===== src/rtl/matmul_seq_if.sv =====
// Control bundle between the register file (master) and the matmul sequencer (slave).
// Signal names carry the sequencer's port directions.
interface matmul_seq_if #(
  parameter int DATA_WIDTH  = 8,
  parameter int BUS_WIDTH   = 32,
  parameter int SP_NTARGETS = 4
);
  localparam int MAX_DIM = BUS_WIDTH / DATA_WIDTH;
  localparam int DW      = (MAX_DIM > 1) ? $clog2(MAX_DIM) : 1;
  localparam int FW      = $clog2(3 * MAX_DIM);
  localparam int TW      = (SP_NTARGETS > 1) ? $clog2(SP_NTARGETS) : 1;

  logic          start_i;
  logic          mode_i;
  logic [DW-1:0] dim_n_i;
  logic [DW-1:0] dim_k_i;
  logic [DW-1:0] dim_m_i;
  logic [TW-1:0] wr_target_i;
  logic [TW-1:0] rd_target_i;
  logic          busy_o;
  logic          done_o;
  logic          pe_clear_o;
  logic          feed_en_o;
  logic [FW-1:0] feed_idx_o;
  logic          sp_rd_en_o;
  logic [DW-1:0] sp_rd_row_o;
  logic          bias_ld_o;
  logic [DW-1:0] bias_row_o;
  logic          sp_wr_en_o;
  logic [DW-1:0] sp_wr_row_o;
  logic [TW-1:0] sp_target_o;

  modport master (
    output start_i, mode_i, dim_n_i, dim_k_i, dim_m_i, wr_target_i, rd_target_i,
    input  busy_o, done_o, pe_clear_o, feed_en_o, feed_idx_o, sp_rd_en_o, sp_rd_row_o,
           bias_ld_o, bias_row_o, sp_wr_en_o, sp_wr_row_o, sp_target_o
  );

  modport slave (
    input  start_i, mode_i, dim_n_i, dim_k_i, dim_m_i, wr_target_i, rd_target_i,
    output busy_o, done_o, pe_clear_o, feed_en_o, feed_idx_o, sp_rd_en_o, sp_rd_row_o,
           bias_ld_o, bias_row_o, sp_wr_en_o, sp_wr_row_o, sp_target_o
  );
endinterface


===== src/rtl/matmul_seq_ctrl.sv =====
// Sequencer for the systolic PE array: clear or bias load, skewed feed, row-wise C write-back.
// Optional bias-accumulate path is compiled in with `define MATMUL_SEQ_BIAS_EN.
module matmul_seq_ctrl #(
  parameter int DATA_WIDTH  = 8,
  parameter int BUS_WIDTH   = 32,
  parameter int SP_NTARGETS = 4
) (
  input  logic        clk_i,
  input  logic        rst_i,
  matmul_seq_if.slave ctl
);
  localparam int MAX_DIM = BUS_WIDTH / DATA_WIDTH;
  localparam int DW      = (MAX_DIM > 1) ? $clog2(MAX_DIM) : 1;
  localparam int FW      = $clog2(3 * MAX_DIM);
  localparam int TW      = (SP_NTARGETS > 1) ? $clog2(SP_NTARGETS) : 1;

  localparam logic [FW-1:0] CNT_ZERO = {FW{1'b0}};
  localparam logic [FW-1:0] CNT_ONE  = FW'(1'b1);
  localparam logic [DW-1:0] ROW_ZERO = {DW{1'b0}};
  localparam logic [TW-1:0] TGT_ZERO = {TW{1'b0}};

  typedef enum logic [2:0] {
    ST_IDLE  = 3'd0,
    ST_CLEAR = 3'd1,
    ST_FEED  = 3'd2,
    ST_WRITE = 3'd3,
    ST_DONE  = 3'd4
`ifdef MATMUL_SEQ_BIAS_EN
    ,ST_BIAS = 3'd5
`endif
  } state_e;

  state_e        state_r, state_nxt_s;
  logic [FW-1:0] cnt_r, cnt_nxt_s;
  logic [DW-1:0] dim_n_r, dim_k_r, dim_m_r;
  logic [TW-1:0] wr_tgt_r;
  logic          armed_r;
  logic          accept_s;
  logic [FW-1:0] feed_last_s;

  logic          busy_s, done_s, clear_s, feed_en_s, rd_en_s, ld_s, wr_en_s;
  logic [FW-1:0] feed_idx_s;
  logic [DW-1:0] rd_row_s, bias_row_s, wr_row_s;
  logic [TW-1:0] tgt_s;

  logic          busy_r, done_r, clear_r, feed_en_r, rd_en_r, ld_r, wr_en_r;
  logic [FW-1:0] feed_idx_r;
  logic [DW-1:0] rd_row_r, bias_row_r, wr_row_r;
  logic [TW-1:0] tgt_r;

`ifdef MATMUL_SEQ_BIAS_EN
  logic [TW-1:0] rd_tgt_r;
  logic [DW-1:0] n_sel_s;
  logic [TW-1:0] rd_tgt_sel_s;
  logic [FW-1:0] bias_idx_s;
  // The first BIAS cycle is decoded on the accept edge, before the latches hold the new run.
  assign n_sel_s      = accept_s ? ctl.dim_n_i : dim_n_r;
  assign rd_tgt_sel_s = accept_s ? ctl.rd_target_i : rd_tgt_r;
  assign bias_idx_s   = cnt_nxt_s - CNT_ONE;
`else
  logic unused_s;
  assign unused_s = ^{ctl.mode_i, ctl.rd_target_i};
`endif

  // Skewed feed needs k+n+m-2 steps; the last index equals the sum of the minus-one dims.
  assign feed_last_s = FW'(dim_k_r) + FW'(dim_n_r) + FW'(dim_m_r);

  // Start is edge-armed: once accepted, it must be seen low before it can start another run.
  always_comb begin
    accept_s = 1'b0;
    if ((state_r == ST_IDLE) && ctl.start_i && armed_r) begin
      accept_s = 1'b1;
    end else begin
      accept_s = 1'b0;
    end
  end

  // State and step-counter register.
  always_ff @(posedge clk_i) begin
    if (rst_i) begin
      state_r <= ST_IDLE;
      cnt_r   <= CNT_ZERO;
    end else begin
      state_r <= state_nxt_s;
      cnt_r   <= cnt_nxt_s;
    end
  end

  // Run-parameter capture and start re-arm tracking.
  always_ff @(posedge clk_i) begin
    if (rst_i) begin
      dim_n_r  <= ROW_ZERO;
      dim_k_r  <= ROW_ZERO;
      dim_m_r  <= ROW_ZERO;
      wr_tgt_r <= TGT_ZERO;
`ifdef MATMUL_SEQ_BIAS_EN
      rd_tgt_r <= TGT_ZERO;
`endif
      armed_r  <= 1'b1;
    end else begin
      if (accept_s) begin
        dim_n_r  <= ctl.dim_n_i;
        dim_k_r  <= ctl.dim_k_i;
        dim_m_r  <= ctl.dim_m_i;
        wr_tgt_r <= ctl.wr_target_i;
`ifdef MATMUL_SEQ_BIAS_EN
        rd_tgt_r <= ctl.rd_target_i;
`endif
        armed_r  <= 1'b0;
      end else if (!ctl.start_i) begin
        armed_r  <= 1'b1;
      end else begin
        armed_r  <= armed_r;
      end
    end
  end

  // Next-state and next-count logic.
  always_comb begin
    state_nxt_s = state_r;
    cnt_nxt_s   = cnt_r;
    case (state_r)
      ST_IDLE: begin
        cnt_nxt_s = CNT_ZERO;
        if (accept_s) begin
`ifdef MATMUL_SEQ_BIAS_EN
          state_nxt_s = ctl.mode_i ? ST_BIAS : ST_CLEAR;
`else
          state_nxt_s = ST_CLEAR;
`endif
        end else begin
          state_nxt_s = ST_IDLE;
        end
      end
`ifdef MATMUL_SEQ_BIAS_EN
      ST_BIAS: begin
        // n read cycles plus one trailing load cycle for the read latency.
        if (cnt_r == (FW'(dim_n_r) + CNT_ONE)) begin
          state_nxt_s = ST_FEED;
          cnt_nxt_s   = CNT_ZERO;
        end else begin
          cnt_nxt_s   = cnt_r + CNT_ONE;
        end
      end
`endif
      ST_CLEAR: begin
        state_nxt_s = ST_FEED;
        cnt_nxt_s   = CNT_ZERO;
      end
      ST_FEED: begin
        if (cnt_r == feed_last_s) begin
          state_nxt_s = ST_WRITE;
          cnt_nxt_s   = CNT_ZERO;
        end else begin
          cnt_nxt_s   = cnt_r + CNT_ONE;
        end
      end
      ST_WRITE: begin
        if (cnt_r == FW'(dim_n_r)) begin
          state_nxt_s = ST_DONE;
          cnt_nxt_s   = CNT_ZERO;
        end else begin
          cnt_nxt_s   = cnt_r + CNT_ONE;
        end
      end
      ST_DONE: begin
        state_nxt_s = ST_IDLE;
        cnt_nxt_s   = CNT_ZERO;
      end
      default: begin
        state_nxt_s = ST_IDLE;
        cnt_nxt_s   = CNT_ZERO;
      end
    endcase
  end

  // Output decode from the upcoming state so the registered outputs line up with it.
  always_comb begin
    busy_s     = 1'b0;
    done_s     = 1'b0;
    clear_s    = 1'b0;
    feed_en_s  = 1'b0;
    feed_idx_s = CNT_ZERO;
    rd_en_s    = 1'b0;
    rd_row_s   = ROW_ZERO;
    ld_s       = 1'b0;
    bias_row_s = ROW_ZERO;
    wr_en_s    = 1'b0;
    wr_row_s   = ROW_ZERO;
    tgt_s      = TGT_ZERO;
    case (state_nxt_s)
      ST_IDLE: begin
        busy_s = 1'b0;
      end
`ifdef MATMUL_SEQ_BIAS_EN
      ST_BIAS: begin
        busy_s = 1'b1;
        if (cnt_nxt_s <= FW'(n_sel_s)) begin
          rd_en_s  = 1'b1;
          rd_row_s = cnt_nxt_s[DW-1:0];
          tgt_s    = rd_tgt_sel_s;
        end else begin
          rd_en_s  = 1'b0;
        end
        if (cnt_nxt_s != CNT_ZERO) begin
          ld_s       = 1'b1;
          bias_row_s = bias_idx_s[DW-1:0];
        end else begin
          ld_s       = 1'b0;
        end
      end
`endif
      ST_CLEAR: begin
        busy_s  = 1'b1;
        clear_s = 1'b1;
      end
      ST_FEED: begin
        busy_s     = 1'b1;
        feed_en_s  = 1'b1;
        feed_idx_s = cnt_nxt_s;
      end
      ST_WRITE: begin
        busy_s   = 1'b1;
        wr_en_s  = 1'b1;
        wr_row_s = cnt_nxt_s[DW-1:0];
        tgt_s    = wr_tgt_r;
      end
      ST_DONE: begin
        busy_s = 1'b1;
        done_s = 1'b1;
      end
      default: begin
        busy_s = 1'b0;
      end
    endcase
  end

  // Output register.
  always_ff @(posedge clk_i) begin
    if (rst_i) begin
      busy_r     <= 1'b0;
      done_r     <= 1'b0;
      clear_r    <= 1'b0;
      feed_en_r  <= 1'b0;
      feed_idx_r <= CNT_ZERO;
      rd_en_r    <= 1'b0;
      rd_row_r   <= ROW_ZERO;
      ld_r       <= 1'b0;
      bias_row_r <= ROW_ZERO;
      wr_en_r    <= 1'b0;
      wr_row_r   <= ROW_ZERO;
      tgt_r      <= TGT_ZERO;
    end else begin
      busy_r     <= busy_s;
      done_r     <= done_s;
      clear_r    <= clear_s;
      feed_en_r  <= feed_en_s;
      feed_idx_r <= feed_idx_s;
      rd_en_r    <= rd_en_s;
      rd_row_r   <= rd_row_s;
      ld_r       <= ld_s;
      bias_row_r <= bias_row_s;
      wr_en_r    <= wr_en_s;
      wr_row_r   <= wr_row_s;
      tgt_r      <= tgt_s;
    end
  end

  assign ctl.busy_o      = busy_r;
  assign ctl.done_o      = done_r;
  assign ctl.pe_clear_o  = clear_r;
  assign ctl.feed_en_o   = feed_en_r;
  assign ctl.feed_idx_o  = feed_idx_r;
  assign ctl.sp_rd_en_o  = rd_en_r;
  assign ctl.sp_rd_row_o = rd_row_r;
  assign ctl.bias_ld_o   = ld_r;
  assign ctl.bias_row_o  = bias_row_r;
  assign ctl.sp_wr_en_o  = wr_en_r;
  assign ctl.sp_wr_row_o = wr_row_r;
  assign ctl.sp_target_o = tgt_r;
endmodule

===== src/flat_wrapper.sv =====
// flat-port wrapper written by rule: the top's interface ports become plain ports
module matmul_seq_ctrl_flat 
#(
  parameter int DATA_WIDTH  = 8,
  parameter int BUS_WIDTH   = 32,
  parameter int SP_NTARGETS = 4
)
  (clk_i, rst_i, ctl_start_i, ctl_mode_i, ctl_dim_n_i, ctl_dim_k_i, ctl_dim_m_i, ctl_wr_target_i, ctl_rd_target_i, ctl_busy_o, ctl_done_o, ctl_pe_clear_o, ctl_feed_en_o, ctl_feed_idx_o, ctl_sp_rd_en_o, ctl_sp_rd_row_o, ctl_bias_ld_o, ctl_bias_row_o, ctl_sp_wr_en_o, ctl_sp_wr_row_o, ctl_sp_target_o);
  matmul_seq_if #(.DATA_WIDTH(DATA_WIDTH), .BUS_WIDTH(BUS_WIDTH), .SP_NTARGETS(SP_NTARGETS)) ctl_i ();
  input  logic clk_i;
  input  logic rst_i;
  input wire logic [$bits(ctl_i.start_i)-1:0] ctl_start_i;
  input wire logic [$bits(ctl_i.mode_i)-1:0] ctl_mode_i;
  input wire logic [$bits(ctl_i.dim_n_i)-1:0] ctl_dim_n_i;
  input wire logic [$bits(ctl_i.dim_k_i)-1:0] ctl_dim_k_i;
  input wire logic [$bits(ctl_i.dim_m_i)-1:0] ctl_dim_m_i;
  input wire logic [$bits(ctl_i.wr_target_i)-1:0] ctl_wr_target_i;
  input wire logic [$bits(ctl_i.rd_target_i)-1:0] ctl_rd_target_i;
  output wire logic [$bits(ctl_i.busy_o)-1:0] ctl_busy_o;
  output wire logic [$bits(ctl_i.done_o)-1:0] ctl_done_o;
  output wire logic [$bits(ctl_i.pe_clear_o)-1:0] ctl_pe_clear_o;
  output wire logic [$bits(ctl_i.feed_en_o)-1:0] ctl_feed_en_o;
  output wire logic [$bits(ctl_i.feed_idx_o)-1:0] ctl_feed_idx_o;
  output wire logic [$bits(ctl_i.sp_rd_en_o)-1:0] ctl_sp_rd_en_o;
  output wire logic [$bits(ctl_i.sp_rd_row_o)-1:0] ctl_sp_rd_row_o;
  output wire logic [$bits(ctl_i.bias_ld_o)-1:0] ctl_bias_ld_o;
  output wire logic [$bits(ctl_i.bias_row_o)-1:0] ctl_bias_row_o;
  output wire logic [$bits(ctl_i.sp_wr_en_o)-1:0] ctl_sp_wr_en_o;
  output wire logic [$bits(ctl_i.sp_wr_row_o)-1:0] ctl_sp_wr_row_o;
  output wire logic [$bits(ctl_i.sp_target_o)-1:0] ctl_sp_target_o;
  assign ctl_i.start_i = ctl_start_i;
  assign ctl_i.mode_i = ctl_mode_i;
  assign ctl_i.dim_n_i = ctl_dim_n_i;
  assign ctl_i.dim_k_i = ctl_dim_k_i;
  assign ctl_i.dim_m_i = ctl_dim_m_i;
  assign ctl_i.wr_target_i = ctl_wr_target_i;
  assign ctl_i.rd_target_i = ctl_rd_target_i;
  assign ctl_busy_o = ctl_i.busy_o;
  assign ctl_done_o = ctl_i.done_o;
  assign ctl_pe_clear_o = ctl_i.pe_clear_o;
  assign ctl_feed_en_o = ctl_i.feed_en_o;
  assign ctl_feed_idx_o = ctl_i.feed_idx_o;
  assign ctl_sp_rd_en_o = ctl_i.sp_rd_en_o;
  assign ctl_sp_rd_row_o = ctl_i.sp_rd_row_o;
  assign ctl_bias_ld_o = ctl_i.bias_ld_o;
  assign ctl_bias_row_o = ctl_i.bias_row_o;
  assign ctl_sp_wr_en_o = ctl_i.sp_wr_en_o;
  assign ctl_sp_wr_row_o = ctl_i.sp_wr_row_o;
  assign ctl_sp_target_o = ctl_i.sp_target_o;
  matmul_seq_ctrl #(.DATA_WIDTH(DATA_WIDTH), .BUS_WIDTH(BUS_WIDTH), .SP_NTARGETS(SP_NTARGETS)) u_core (.clk_i(clk_i), .rst_i(rst_i), .ctl(ctl_i));
endmodule

===== config.mk =====
export PLATFORM = sky130hd
export DESIGN_NAME = matmul_seq_ctrl_flat
export DESIGN_NICKNAME = d
export VERILOG_FILES = /design/src/rtl/matmul_seq_if.sv /design/src/rtl/matmul_seq_ctrl.sv /design/src/flat_wrapper.sv
export SDC_FILE = /design/constraint.sdc
export NUM_CORES = 1
export LEC_CHECK = 0
export ABC_AREA = 1
export CAP_MARGIN = 25
export CORE_ASPECT_RATIO = 0.75
export CORE_MARGIN = 2
export CORE_UTILIZATION = 35
export CTS_BUF_LIST = sky130_fd_sc_hd__clkbuf_2 sky130_fd_sc_hd__clkbuf_4 sky130_fd_sc_hd__clkbuf_8
export DETAILED_ROUTE_END_ITERATION = 7
export PLACE_DENSITY = 0.59
export REMOVE_ABC_BUFFERS = 1
export SKIP_CTS_REPAIR_TIMING = 1
export SYNTH_ARGS = -nofsm -noshare
export SYNTH_HDL_FRONTEND = slang
export SYNTH_SLANG_ARGS = --single-unit

===== constraint.sdc =====
create_clock -name clk_i -period 2.74 [get_ports clk_i]
set_clock_uncertainty 0.2 [all_clocks]
set_input_delay 0.411 -clock clk_i [delete_from_list [all_inputs] [get_ports clk_i]]
set_output_delay 0.411 -clock clk_i [all_outputs]
set_load 0.02 [all_outputs]

==> results of run 1 <==
## worst reg2reg max path: stages, from the launching register on
cell,delay (ns)
dfxtp_4,0.36
ha_4,0.12
inv_2,0.03
fa_1,0.50
fa_2,0.55
nor2_1,0.04
nor2_1,0.10
nand2_1,0.07
nor2_2,0.12
nand2_1,0.07
nand2_1,0.06
nand2_2,0.10
nand2_2,0.10
nor2_1,0.04
## final cells by class
cell class	count	area [um^2]
fill	379	1930
multi-input combinational	107	632
sequential	29	586
timing repair buffer	24	238
inverter	29	110
clock buffer	5	68.8
tap	52	65.1
clock inverter	2	35.0
## Yosys cell counts
cell type,instances,area share [%]
a31oi_1,1,0.47
nand2_2,3,1.4
buf_2,1,0.38
nor2_1,19,5.4
buf_4,6,3.4
nor2_2,2,0.94
clkbuf_1,1,0.28
nand4_1,1,0.47
fa_1,2,3.0
clkinv_2,1,0.38
nor4_1,2,0.94
xor2_1,1,0.66
conb_1,1,0.28
inv_1,24,6.8
dfxtp_1,29,44
nand3_2,3,2.3
inv_2,4,1.1
nand4_4,1,1.6
nand2_1,33,9.3
a21boi_4,1,1.4
nand3_1,7,2.6
o21a_1,1,0.56
nor2_4,3,2.5
a21oi_1,9,3.4
ha_1,4,3.8
o21ai_0,8,3.0
## worst max-delay path by stage
| stage | endpoint | slack, ns | cells after the start |
|---|---|---|---|
| 2_1_floorplan | u_core.ctl.feed_idx_o[1]$_SDFF_PP0_ | 0.30 | 13 |
| 3_3_place_gp | u_core.cnt_r[0]$_SDFF_PP0_ | 0.10 | 13 |
| 3_5_place_dp | u_core.cnt_r[0]$_SDFF_PP0_ | 0.12 | 13 |
| 4_1_cts | u_core.cnt_r[0]$_SDFF_PP0_ | 0.1 | 13 |
| 5_1_grt | u_core.cnt_r[0]$_SDFF_PP0_ | -0.004 | 14 |
| 6_report | u_core.cnt_r[1]$_SDFF_PP0_ | 0.15 | 13 |
## cell families (layout without fill, tap and decap cells)
logic type | count (synthesis) | count (layout)
other cells | 1 | 6
xor+xnor | 1 | 1
compound gates | 20 | 20
buf+inv | 37 | 60
fa+ha+maj | 6 | 6
simple gates | 74 | 74
flops | 29 | 29
## flip-flops by register name, indices dropped and copies added (netlist names)
| register | flops |
|---|---|
| u_core.dim_n_r | 2 |
| u_core.ctl.busy_o | 1 |
| u_core.dim_m_r | 2 |
| u_core.wr_tgt_r | 2 |
| u_core.ctl.done_o | 1 |
| u_core.ctl.pe_clear_o | 1 |
| u_core.ctl.sp_target_o | 2 |
| u_core.cnt_r | 4 |
| u_core.ctl.sp_wr_row_o | 2 |
| u_core.ctl.sp_wr_en_o | 1 |
| u_core.ctl.feed_idx_o | 4 |
| u_core.state_r | 3 |
| u_core.armed_r | 1 |
| u_core.ctl.feed_en_o | 1 |
| u_core.dim_k_r | 2 |
## metrics by stage
stage                TNS, ns  hold slack, ns  instance area, um^2  util [%]
CTS                        0           0.251                 1690      46.3
detailed placement         0           0.238                 1590      43.4
global route        -0.00864           0.270                 1730      47.4
floorplan                  0           0.216                 1290         -
global placement           0           0.230                 1590      43.4
finish                     0           0.244                 1730      47.4
## power by group through the flow
stage          Sequential [mW]  Combinational (mW)  Clock, mW
2_1_floorplan            0.487               0.177          0
3_3_place_gp             0.480               0.248          0
3_5_place_dp             0.481               0.253          0
4_1_cts                  0.472               0.254      0.431
5_1_grt                  0.479               0.304      0.458
6_report                 0.475               0.263      0.419
## cell usage in the layout (no fill, tap or decap), drive strengths merged
master,n
buf,1
nand4,2
conb,6
fa,2
dfxtp,29
a21oi,9
a21boi,1
clkinv,2
nand2,36
nand3,10
o21ai,8
inv,28
clkdlybuf4s50,23
o21a,1
nor2,24
a31oi,1
bufinv,1
clkbuf,5
ha,4
nor4,2
xor2,1
## layer usage
layer | routed length [um] | track usage (%) | share of wire (%)
met5 | 0 | 0 | 0
met4 | 23 | 4.01 | 0.94
met3 | 185 | 7.24 | 7.6
met2 | 1130 | 20.6 | 46
met1 | 1110 | 18.1 | 45
==> results.py, run 1 <==
metrics = {
    "placement": {
        "gp_congestion": 0.730,
        "post-place-ws_ns": 0.116,
        "place_inst": 240,
        "io_buffers": 23,
        "dp_hpwl_um": 1900,
    },
    "routing": {
        "drc_errors": 0,
        "postRouteAntennaNets": 0,
        "vias": 1080,
        "drt_wl_total_um": 2440,
        "drtIter0Drc": 53,
        "routedWlPerCell_um": 9.84,
        "detail_route.vias_per_cell": 4.35,
        "dr.pass1.iters": 4,
    },
    "power": {
        "p_sw_mw": 0.332,
        "pwr-share-clk_pct": 36.2,
        "seq_power_share_pct": 41.1,
        "leakagePower_nw": 0.770,
        "comb_power_share_pct": 22.7,
        "sw_frac_of_total_pct": 28.7,
        "power.total_mw": 1.16,
        "powerDensity_nw_per_um2": 667,
        "internal-power_mw": 0.825,
        "vdd_drop_max_uv": 297,
    },
    "setup_path": {
        "cp.buffers_inverters": 1,
        "crit_arrival_ns": 2.55,
        "start_kind": "flip-flop",
        "cp_top_family": "adder cells",
        "crit_required_ns": 2.70,
        "r2r_start": "u_core.dim_n_r[0]$_SDFFE_PP0P_",
        "critPathCaptureType": "flip-flop",
        "reg2reg_depth": 13,
        "cp_slowest_cell": "fa_2",
        "rrSetupSlack_ns": 0.15,
        "slowest_delay_ns": 0.55,
        "startpoint": "u_core.dim_n_r[0]$_SDFFE_PP0P_",
        "rr_endpoint": "u_core.cnt_r[1]$_SDFF_PP0_",
        "cp_cell_sequence": "ha_4 -> inv_2 -> fa_1 -> fa_2 -> nor2_1 -> nor2_1 -> nand2_1 -> nor2_2 -> nand2_1 -> nand2_1 -> nand2_2 -> nand2_2 -> nor2_1",
        "cp_max_fo": 4,
        "path_class": "reg2reg",
    },
    "hold_path": {
        "hold_class": "reg2reg",
        "hold_end": "u_core.ctl.sp_target_o[1]$_SDFF_PP0_",
        "worst_hold_startpoint": "u_core.wr_tgt_r[1]$_SDFFE_PP0P_",
        "whs_path_depth": 2,
    },
    "clock_tree": {
        "clockRootBuffer": "clkbuf_8",
        "cts.sinks": 29,
        "cts.clk_slew.worst_paths_ns": 0.06,
        "cts_tree": "yes",
        "htreeDepth": 2,
        "clk_latency_ns": 0.28,
        "clockBufferDepth": 2,
        "cts_inserted_buffers": 5,
    },
    "floorplanning": {
        "ios": 33,
        "num_rows": 19,
        "floorplan.initialDensity_pct": 36.3,
        "core-area_um2": 3660,
        "die_area_um2": 4310,
        "fp.dieH_um": 57.4,
        "die_w_um": 75.2,
    },
    "global_route": {
        "grt_usage_pct": 14.0,
        "grt_pass1_vias": 1063,
        "antenna_found_initial": 0,
        "grt_pass1_wl_um": 4460,
        "grt.overflow.total": 0,
        "grt_max_degree": 19,
    },
    "synth": {
        "yosysSeqAreaShare_pct": 43.7,
        "synth_top_family_by_area": "simple AND/OR/NAND/NOR gates",
        "synth_warnings": 0,
        "syn-cell-area_um2": 1330,
        "synth_xor_area_share_pct": 0.659,
        "synth_compound_area_share_pct": 8.84,
        "synthMuxAreaShare_pct": 0,
        "synthSimpleGateAreaFrac_pct": 27.5,
        "synth_fa_ha_area_share_pct": 6.77,
        "postSynthAreaPerCell_um2": 7.92,
        "ys_types": 26,
        "ys_seq_elements": 29,
        "synthCells": 168,
    },
    "timing": {
        "clock.fmax_mhz": 386,
        "finalSetupViolations": 0,
        "layout_min_cycle_time_ns": 2.59,
        "fin_crit_sh_pct": 94.6,
        "rsz0062_at_grt": "yes",
        "slew_violations": 0,
        "finalHoldViolations": 0,
        "fin_ws_ns": 0.149,
    },
    "final_layout": {
        "syn2layout_area_growth_pct": 30.4,
        "drive_above_1_share_pct": 18.4,
        "nets": 216,
        "stdcell_count": 248,
        "n_antenna_cell": 0,
    },
    "run": {
        "maxCapViolations": 0,
    },
    "status": {
        "status": "completed",
    },
}
(Power assumes the default switching activity.)
==> run 2, diff against run 1 <==
--- a/config.mk
+++ b/config.mk
@@ -13,7 +13,6 @@
 export CTS_BUF_LIST = sky130_fd_sc_hd__clkbuf_2 sky130_fd_sc_hd__clkbuf_4 sky130_fd_sc_hd__clkbuf_8
 export DETAILED_ROUTE_END_ITERATION = 7
 export PLACE_DENSITY = 0.59
-export REMOVE_ABC_BUFFERS = 1
 export SKIP_CTS_REPAIR_TIMING = 1
 export SYNTH_ARGS = -nofsm -noshare
 export SYNTH_HDL_FRONTEND = slang
==> constraint.sdc (replaced) <==
create_clock -name clk_i -period 2.74 [get_ports clk_i]
set_clock_uncertainty 0.2 [all_clocks]
set_input_delay 0.411 -clock clk_i [delete_from_list [all_inputs] [get_ports clk_i]]
set_output_delay 0.411 -clock clk_i [all_outputs]
set_load 0.01 [all_outputs]
==> run 2 against run 1 <==
  * Final cell count fell by 0.40%
  * Register-to-register slack barely moved
  * Highest routed layer unchanged
  * Critical path depth rose by 1
  * Count of clock-buffer cells in the layout rose by 2
  * Maximum frequency rose by 0.30%
  * Flip-flop and latch count did not move
  * Critical endpoint unchanged
==> results.py, run 2 (synthesis gave the netlist of run 1 again) <==
metrics = {
    "final_layout": {
        "final_cell_mix": "nand2_1 (30), dfxtp_1 (27), inv_1 (23), clkdlybuf4s50_1 (23), nor2_1 (18)",
        "fin_util_pct": 46.6,
        "nets": 215,
        "drive_above_1_share_pct": 16.9,
        "multi_input_area_um2": 627,
        "n_antenna_cell": 0,
        "syn2layout_area_growth_pct": 28.2,
        "fin_area_um2": 1710,
        "fill_cells": 387,
        "mostFrequentLayoutCell": "nand2_1",
        "stdcell_count": 247,
        "seqCellArea_um2": 583,
    },
    "placement": {
        "place_inst": 240,
        "io_buffers": 23,
        "place_area_um2": 1590,
        "dp_hpwl_um": 1850,
        "gp_congestion": 0.769,
    },
    "setup_path": {
        "critPathCaptureType": "flip-flop",
        "slowest_delay_ns": 0.57,
        "cp_max_fo": 4,
        "start_kind": "flip-flop",
        "rrSetupSlack_ns": 0.16,
        "crit_arrival_ns": 2.53,
        "crit_required_ns": 2.68,
        "crit_top_cell": "nand2_1",
        "cp_cell_sequence": "ha_4 -> inv_2 -> fa_1 -> fa_1 -> nand2_1 -> inv_1 -> nor2_1 -> nand2_1 -> nor2_2 -> nand2_1 -> nand2_1 -> nand2_2 -> nand2_2 -> nor2_2",
        "reg2reg_depth": 14,
        "cp-endpoint": "u_core.cnt_r[1]$_SDFF_PP0_",
        "rr_endpoint": "u_core.cnt_r[1]$_SDFF_PP0_",
        "path_class": "reg2reg",
        "startpoint": "u_core.dim_n_r[0]$_SDFFE_PP0P_",
        "r2r_start": "u_core.dim_n_r[0]$_SDFFE_PP0P_",
        "cp_slowest_cell": "fa_1",
    },
    "clock_tree": {
        "clk_latency_ns": 0.27,
        "cts_inserted_buffers": 5,
        "cts.clk_slew.worst_paths_ns": 0.06,
        "cts.sinks": 29,
        "cts_tree": "yes",
        "htreeDepth": 2,
        "clockBufferDepth": 2,
        "clockRootBuffer": "clkbuf_8",
    },
    "global_route": {
        "grt_pass1_vias": 956,
        "antenna_found_initial": 0,
        "grt_max_degree": 19,
        "grt.overflow.total": 0,
        "grt_pass1_wl_um": 3990,
        "grt_usage_pct": 12.6,
    },
    "power": {
        "comb_power_share_pct": 22.9,
        "seq_power_share_pct": 44.5,
        "pwr-share-clk_pct": 32.6,
        "internal-power_mw": 0.764,
        "leakagePower_nw": 0.756,
        "sw_frac_of_total_pct": 28.4,
        "powerDensity_nw_per_um2": 626,
        "p_sw_mw": 0.303,
        "vdd_drop_max_uv": 307,
    },
    "timing": {
        "slew_violations": 0,
        "clock.fmax_mhz": 387,
        "tns_ns": 0,
        "finalSetupViolations": 0,
        "finalHoldViolations": 0,
        "rsz0062_at_grt": "yes",
        "hold_slack_ns": 0.239,
        "fin_crit_sh_pct": 94.3,
        "layout_min_cycle_time_ns": 2.58,
    },
    "routing": {
        "drtIter0Drc": 15,
        "dr.pass1.iters": 4,
        "drc_errors": 0,
        "wl_met1_um": 1200,
        "routedWlPerCell_um": 9.66,
        "dr_wl_met3_um": 160,
        "detail_route.vias_per_cell": 4.20,
        "top_layer": "met4",
        "drt_wl_total_um": 2390,
        "met2_length_um": 1000,
        "vias": 1037,
        "postRouteAntennaNets": 0,
    },
    "hold_path": {
        "hold_class": "reg2reg",
    },
    "floorplanning": {
        "die_area_um2": 4310,
        "num_rows": 19,
        "core-area_um2": 3660,
        "ios": 33,
        "fp.dieH_um": 57.4,
        "floorplan.initialDensity_pct": 36.3,
        "die_w_um": 75.2,
    },
    "run": {
        "maxCapViolations": 0,
    },
    "status": {
        "status": "completed",
    },
}
==> run 2: layout make-up <==
cell class / instances / area share [%]
timing repair buffer: 23 / 13.5
clock buffer: 7 / 5.28
sequential: 29 / 34.2
inverter: 29 / 6.46
multi-input combinational: 107 / 36.8
tap: 52 / 3.82
==> run 2: stage by stage <==
stage / power [mW] / setup slack, ns
final: 1.07 / 0.156
after global routing: 1.14 / -0.0147
after CTS: 1.08 / 0.0649
after detailed placement: 0.725 / 0.0789
after global placement: 0.717 / 0.136
after floorplan: 0.665 / 0.291
==> run 2: per-layer routing <==
layer / up-vias / global-route usage [%]
met1: 443 / 16.1
met3: 5 / 5.48
met2: 26 / 18.5
li1: 563 / -
met4: 0 / 5.26
met5: - / 0
==> run 2: power groups by stage <==
stage                     clock network, mW  registers, mW  logic (mW)
after floorplan                           0          0.482       0.184
after global placement                    0          0.480       0.236
final                                 0.348          0.475       0.245
after detailed placement                  0          0.481       0.244
after CTS                             0.360          0.472       0.245
after global routing                  0.376          0.478       0.284
==> run 2: how the worst min path moves through the flow <==
stage,from,to,slack [ns],cells after the start
finish,u_core.wr_tgt_r[1]$_SDFFE_PP0P_,u_core.ctl.sp_target_o[1]$_SDFF_PP0_,0.24,2
global route,u_core.wr_tgt_r[1]$_SDFFE_PP0P_,u_core.ctl.sp_target_o[1]$_SDFF_PP0_,0.26,2
CTS,u_core.wr_tgt_r[1]$_SDFFE_PP0P_,u_core.ctl.sp_target_o[1]$_SDFF_PP0_,0.24,2
detailed placement,u_core.wr_tgt_r[1]$_SDFFE_PP0P_,u_core.ctl.sp_target_o[1]$_SDFF_PP0_,0.23,2
global placement,u_core.wr_tgt_r[1]$_SDFFE_PP0P_,u_core.ctl.sp_target_o[1]$_SDFF_PP0_,0.23,2
floorplan,u_core.wr_tgt_r[0]$_SDFFE_PP0P_,u_core.ctl.sp_target_o[0]$_SDFF_PP0_,0.22,2
==> run 2: worst max-delay path: cells and delay by family (launching register included) <==
| kind | cells | cell delay, ns |
|---|---|---|
| adders and majority gates | 3 | 1.14 |
| and+or+nand+nor | 9 | 0.68 |
| DFF | 1 | 0.35 |
| buffers and inverters | 2 | 0.07 |
==> run 3, diff against run 2 <==
--- a/config.mk
+++ b/config.mk
@@ -7,12 +7,14 @@
 export LEC_CHECK = 0
 export ABC_AREA = 1
 export CAP_MARGIN = 25
+export CELL_PAD_IN_SITES_DETAIL_PLACEMENT = 0
+export CELL_PAD_IN_SITES_GLOBAL_PLACEMENT = 1
 export CORE_ASPECT_RATIO = 0.75
 export CORE_MARGIN = 2
 export CORE_UTILIZATION = 35
 export CTS_BUF_LIST = sky130_fd_sc_hd__clkbuf_2 sky130_fd_sc_hd__clkbuf_4 sky130_fd_sc_hd__clkbuf_8
 export DETAILED_ROUTE_END_ITERATION = 7
-export PLACE_DENSITY = 0.59
+export PLACE_DENSITY = 0.77
 export SKIP_CTS_REPAIR_TIMING = 1
 export SYNTH_ARGS = -nofsm -noshare
 export SYNTH_HDL_FRONTEND = slang
==> run 3 against run 2 <==
  * Die area unchanged
  * Highest routed layer unchanged
  * Hold slack better by 0.0017 ns
  * Largest cell class unchanged
  * Critical path depth unchanged
  * First-iteration DRC count up 150%
==> results.py, run 3 (synthesis gave the netlist of run 1 again) <==
metrics = {
    "placement": {
        "place_area_um2": 1590,
        "dp_hpwl_um": 1890,
        "gp_congestion": 0.817,
        "io_buffers": 23,
    },
    "final_layout": {
        "syn2layout_area_growth_pct": 27.3,
        "fin_area_um2": 1690,
        "n_antenna_cell": 0,
        "final_cell_mix": "nand2_1 (29), dfxtp_1 (27), inv_1 (24)",
        "mostFrequentLayoutCell": "nand2_1",
        "fill_cells": 376,
        "nets": 215,
        "drive_above_1_share_pct": 15.9,
    },
    "global_route": {
        "grt_pass1_vias": 1013,
        "grt_pass1_wl_um": 4260,
        "grt.overflow.total": 0,
        "antenna_found_initial": 0,
        "grt_usage_pct": 13.4,
        "grt_max_degree": 19,
    },
    "clock_tree": {
        "clk_latency_ns": 0.27,
        "cts.sinks": 29,
        "clockRootBuffer": "clkbuf_8",
        "clockBufferDepth": 2,
        "cts.clk_slew.worst_paths_ns": 0.06,
        "htreeDepth": 2,
        "cts_tree": "yes",
        "cts_inserted_buffers": 5,
    },
    "floorplanning": {
        "fp.dieH_um": 57.4,
        "die_w_um": 75.2,
        "core-area_um2": 3660,
        "num_rows": 19,
        "die_area_um2": 4310,
        "floorplan.initialDensity_pct": 36.3,
        "ios": 33,
    },
    "power": {
        "vdd_drop_max_uv": 404,
        "leakagePower_nw": 0.759,
        "power.total_mw": 1.07,
        "powerDensity_nw_per_um2": 631,
    },
    "setup_path": {
        "crit_arrival_ns": 2.52,
        "rr_endpoint": "u_core.cnt_r[0]$_SDFF_PP0_",
        "reg2reg_depth": 14,
        "startpoint": "u_core.dim_n_r[0]$_SDFFE_PP0P_",
        "cp_max_fo": 4,
        "start_kind": "flip-flop",
        "path_class": "reg2reg",
        "rrSetupSlack_ns": 0.16,
        "r2r_start": "u_core.dim_n_r[0]$_SDFFE_PP0P_",
        "critPathCaptureType": "flip-flop",
        "crit_required_ns": 2.68,
    },
    "hold_path": {
        "hold_end": "u_core.ctl.sp_target_o[0]$_SDFF_PP0_",
        "hold_class": "reg2reg",
        "whs_path_depth": 2,
        "worst_hold_startpoint": "u_core.wr_tgt_r[0]$_SDFFE_PP0P_",
    },
    "routing": {
        "postRouteAntennaNets": 0,
        "vias": 1051,
        "routedWlPerCell_um": 9.80,
        "drc_errors": 0,
        "dr.pass1.iters": 4,
        "drt_wl_total_um": 2420,
        "drtIter0Drc": 37,
        "detail_route.vias_per_cell": 4.26,
    },
    "timing": {
        "layout_min_cycle_time_ns": 2.58,
        "tns_ns": 0,
        "fin_crit_sh_pct": 94.2,
        "clock.fmax_mhz": 387,
        "finalSetupViolations": 0,
        "slew_violations": 0,
        "finalHoldViolations": 0,
    },
    "status": {
        "status": "completed",
    },
    "run": {
        "maxCapViolations": 0,
    },
}
-- run 3: cell counts in the layout (fill, tap and decap cells not counted) --
Identical to the previous run, type by type.
-- run 3: layer usage --
metal / vias up / wire (um) / GRT usage [%]
met4: 0 / 19 / 6.02
met5: - / 0 / 0
met2: 25 / 1030 / 19.7
li1: 560 / - / -
met3: 2 / 144 / 5.30
met1: 464 / 1230 / 17.2
-- run 3: power breakdown --
group	switching, mW	leakage (nW)	total (mW)	internal (mW)
clock network	0.143	0.0477	0.351	0.208
registers	0.0195	0.237	0.473	0.454
logic	0.144	0.474	0.243	0.0985
total	0.307	0.759	1.07	0.761
-- run 3: how the worst max path moves through the flow --
stage | endpoint | slack [ns] | cells after the start
2_1_floorplan | u_core.cnt_r[1]$_SDFF_PP0_ | 0.29 | 13
3_3_place_gp | u_core.cnt_r[0]$_SDFF_PP0_ | 0.14 | 13
3_5_place_dp | u_core.cnt_r[1]$_SDFF_PP0_ | 0.1 | 13
6_report | u_core.cnt_r[0]$_SDFF_PP0_ | 0.16 | 14
4_1_cts | u_core.cnt_r[1]$_SDFF_PP0_ | 0.08 | 13
5_1_grt | u_core.cnt_r[2]$_SDFF_PP0_ | -0.01 | 14
-- run 3: stage by stage --
| stage | worst slack (ns) | utilization [%] | hold slack, ns | instances |
|---|---|---|---|---|
| floorplan | 0.291 | - | 0.216 | 173 |
| global placement | 0.135 | 43.4 | 0.230 | 240 |
| detailed placement | 0.0954 | 43.4 | 0.232 | 240 |
| CTS | 0.0845 | 45.9 | 0.246 | 247 |
| global route | -0.0118 | 46.2 | 0.268 | 247 |
| finish | 0.159 | 46.2 | 0.240 | 247 |
-- run 3: final cells by class --
cell class                      instances  area, um^2  share of cell area (%)
Inverter                               29         110                    6.50
Sequential cell                        29         583                    34.4
Tap cell                               52        65.1                    3.84
Multi-Input combinational cell        107         614                    36.3
Clock buffer                            7        90.1                    5.32
Timing Repair Buffer                   23         230                    13.6
-- run 3: critical path: stages, from the launching register on --
cell and delay [ns]:
dfxtp_2 0.34, ha_1 0.13, inv_1 0.05, fa_1 0.56
fa_1 0.43, nand2_1 0.08, inv_1 0.04, nor2_1 0.08
nand2_1 0.07, nor2_2 0.12, nand2_1 0.07, nand2_1 0.07
nand2_2 0.09, nand2_2 0.09, nor2_1 0.04
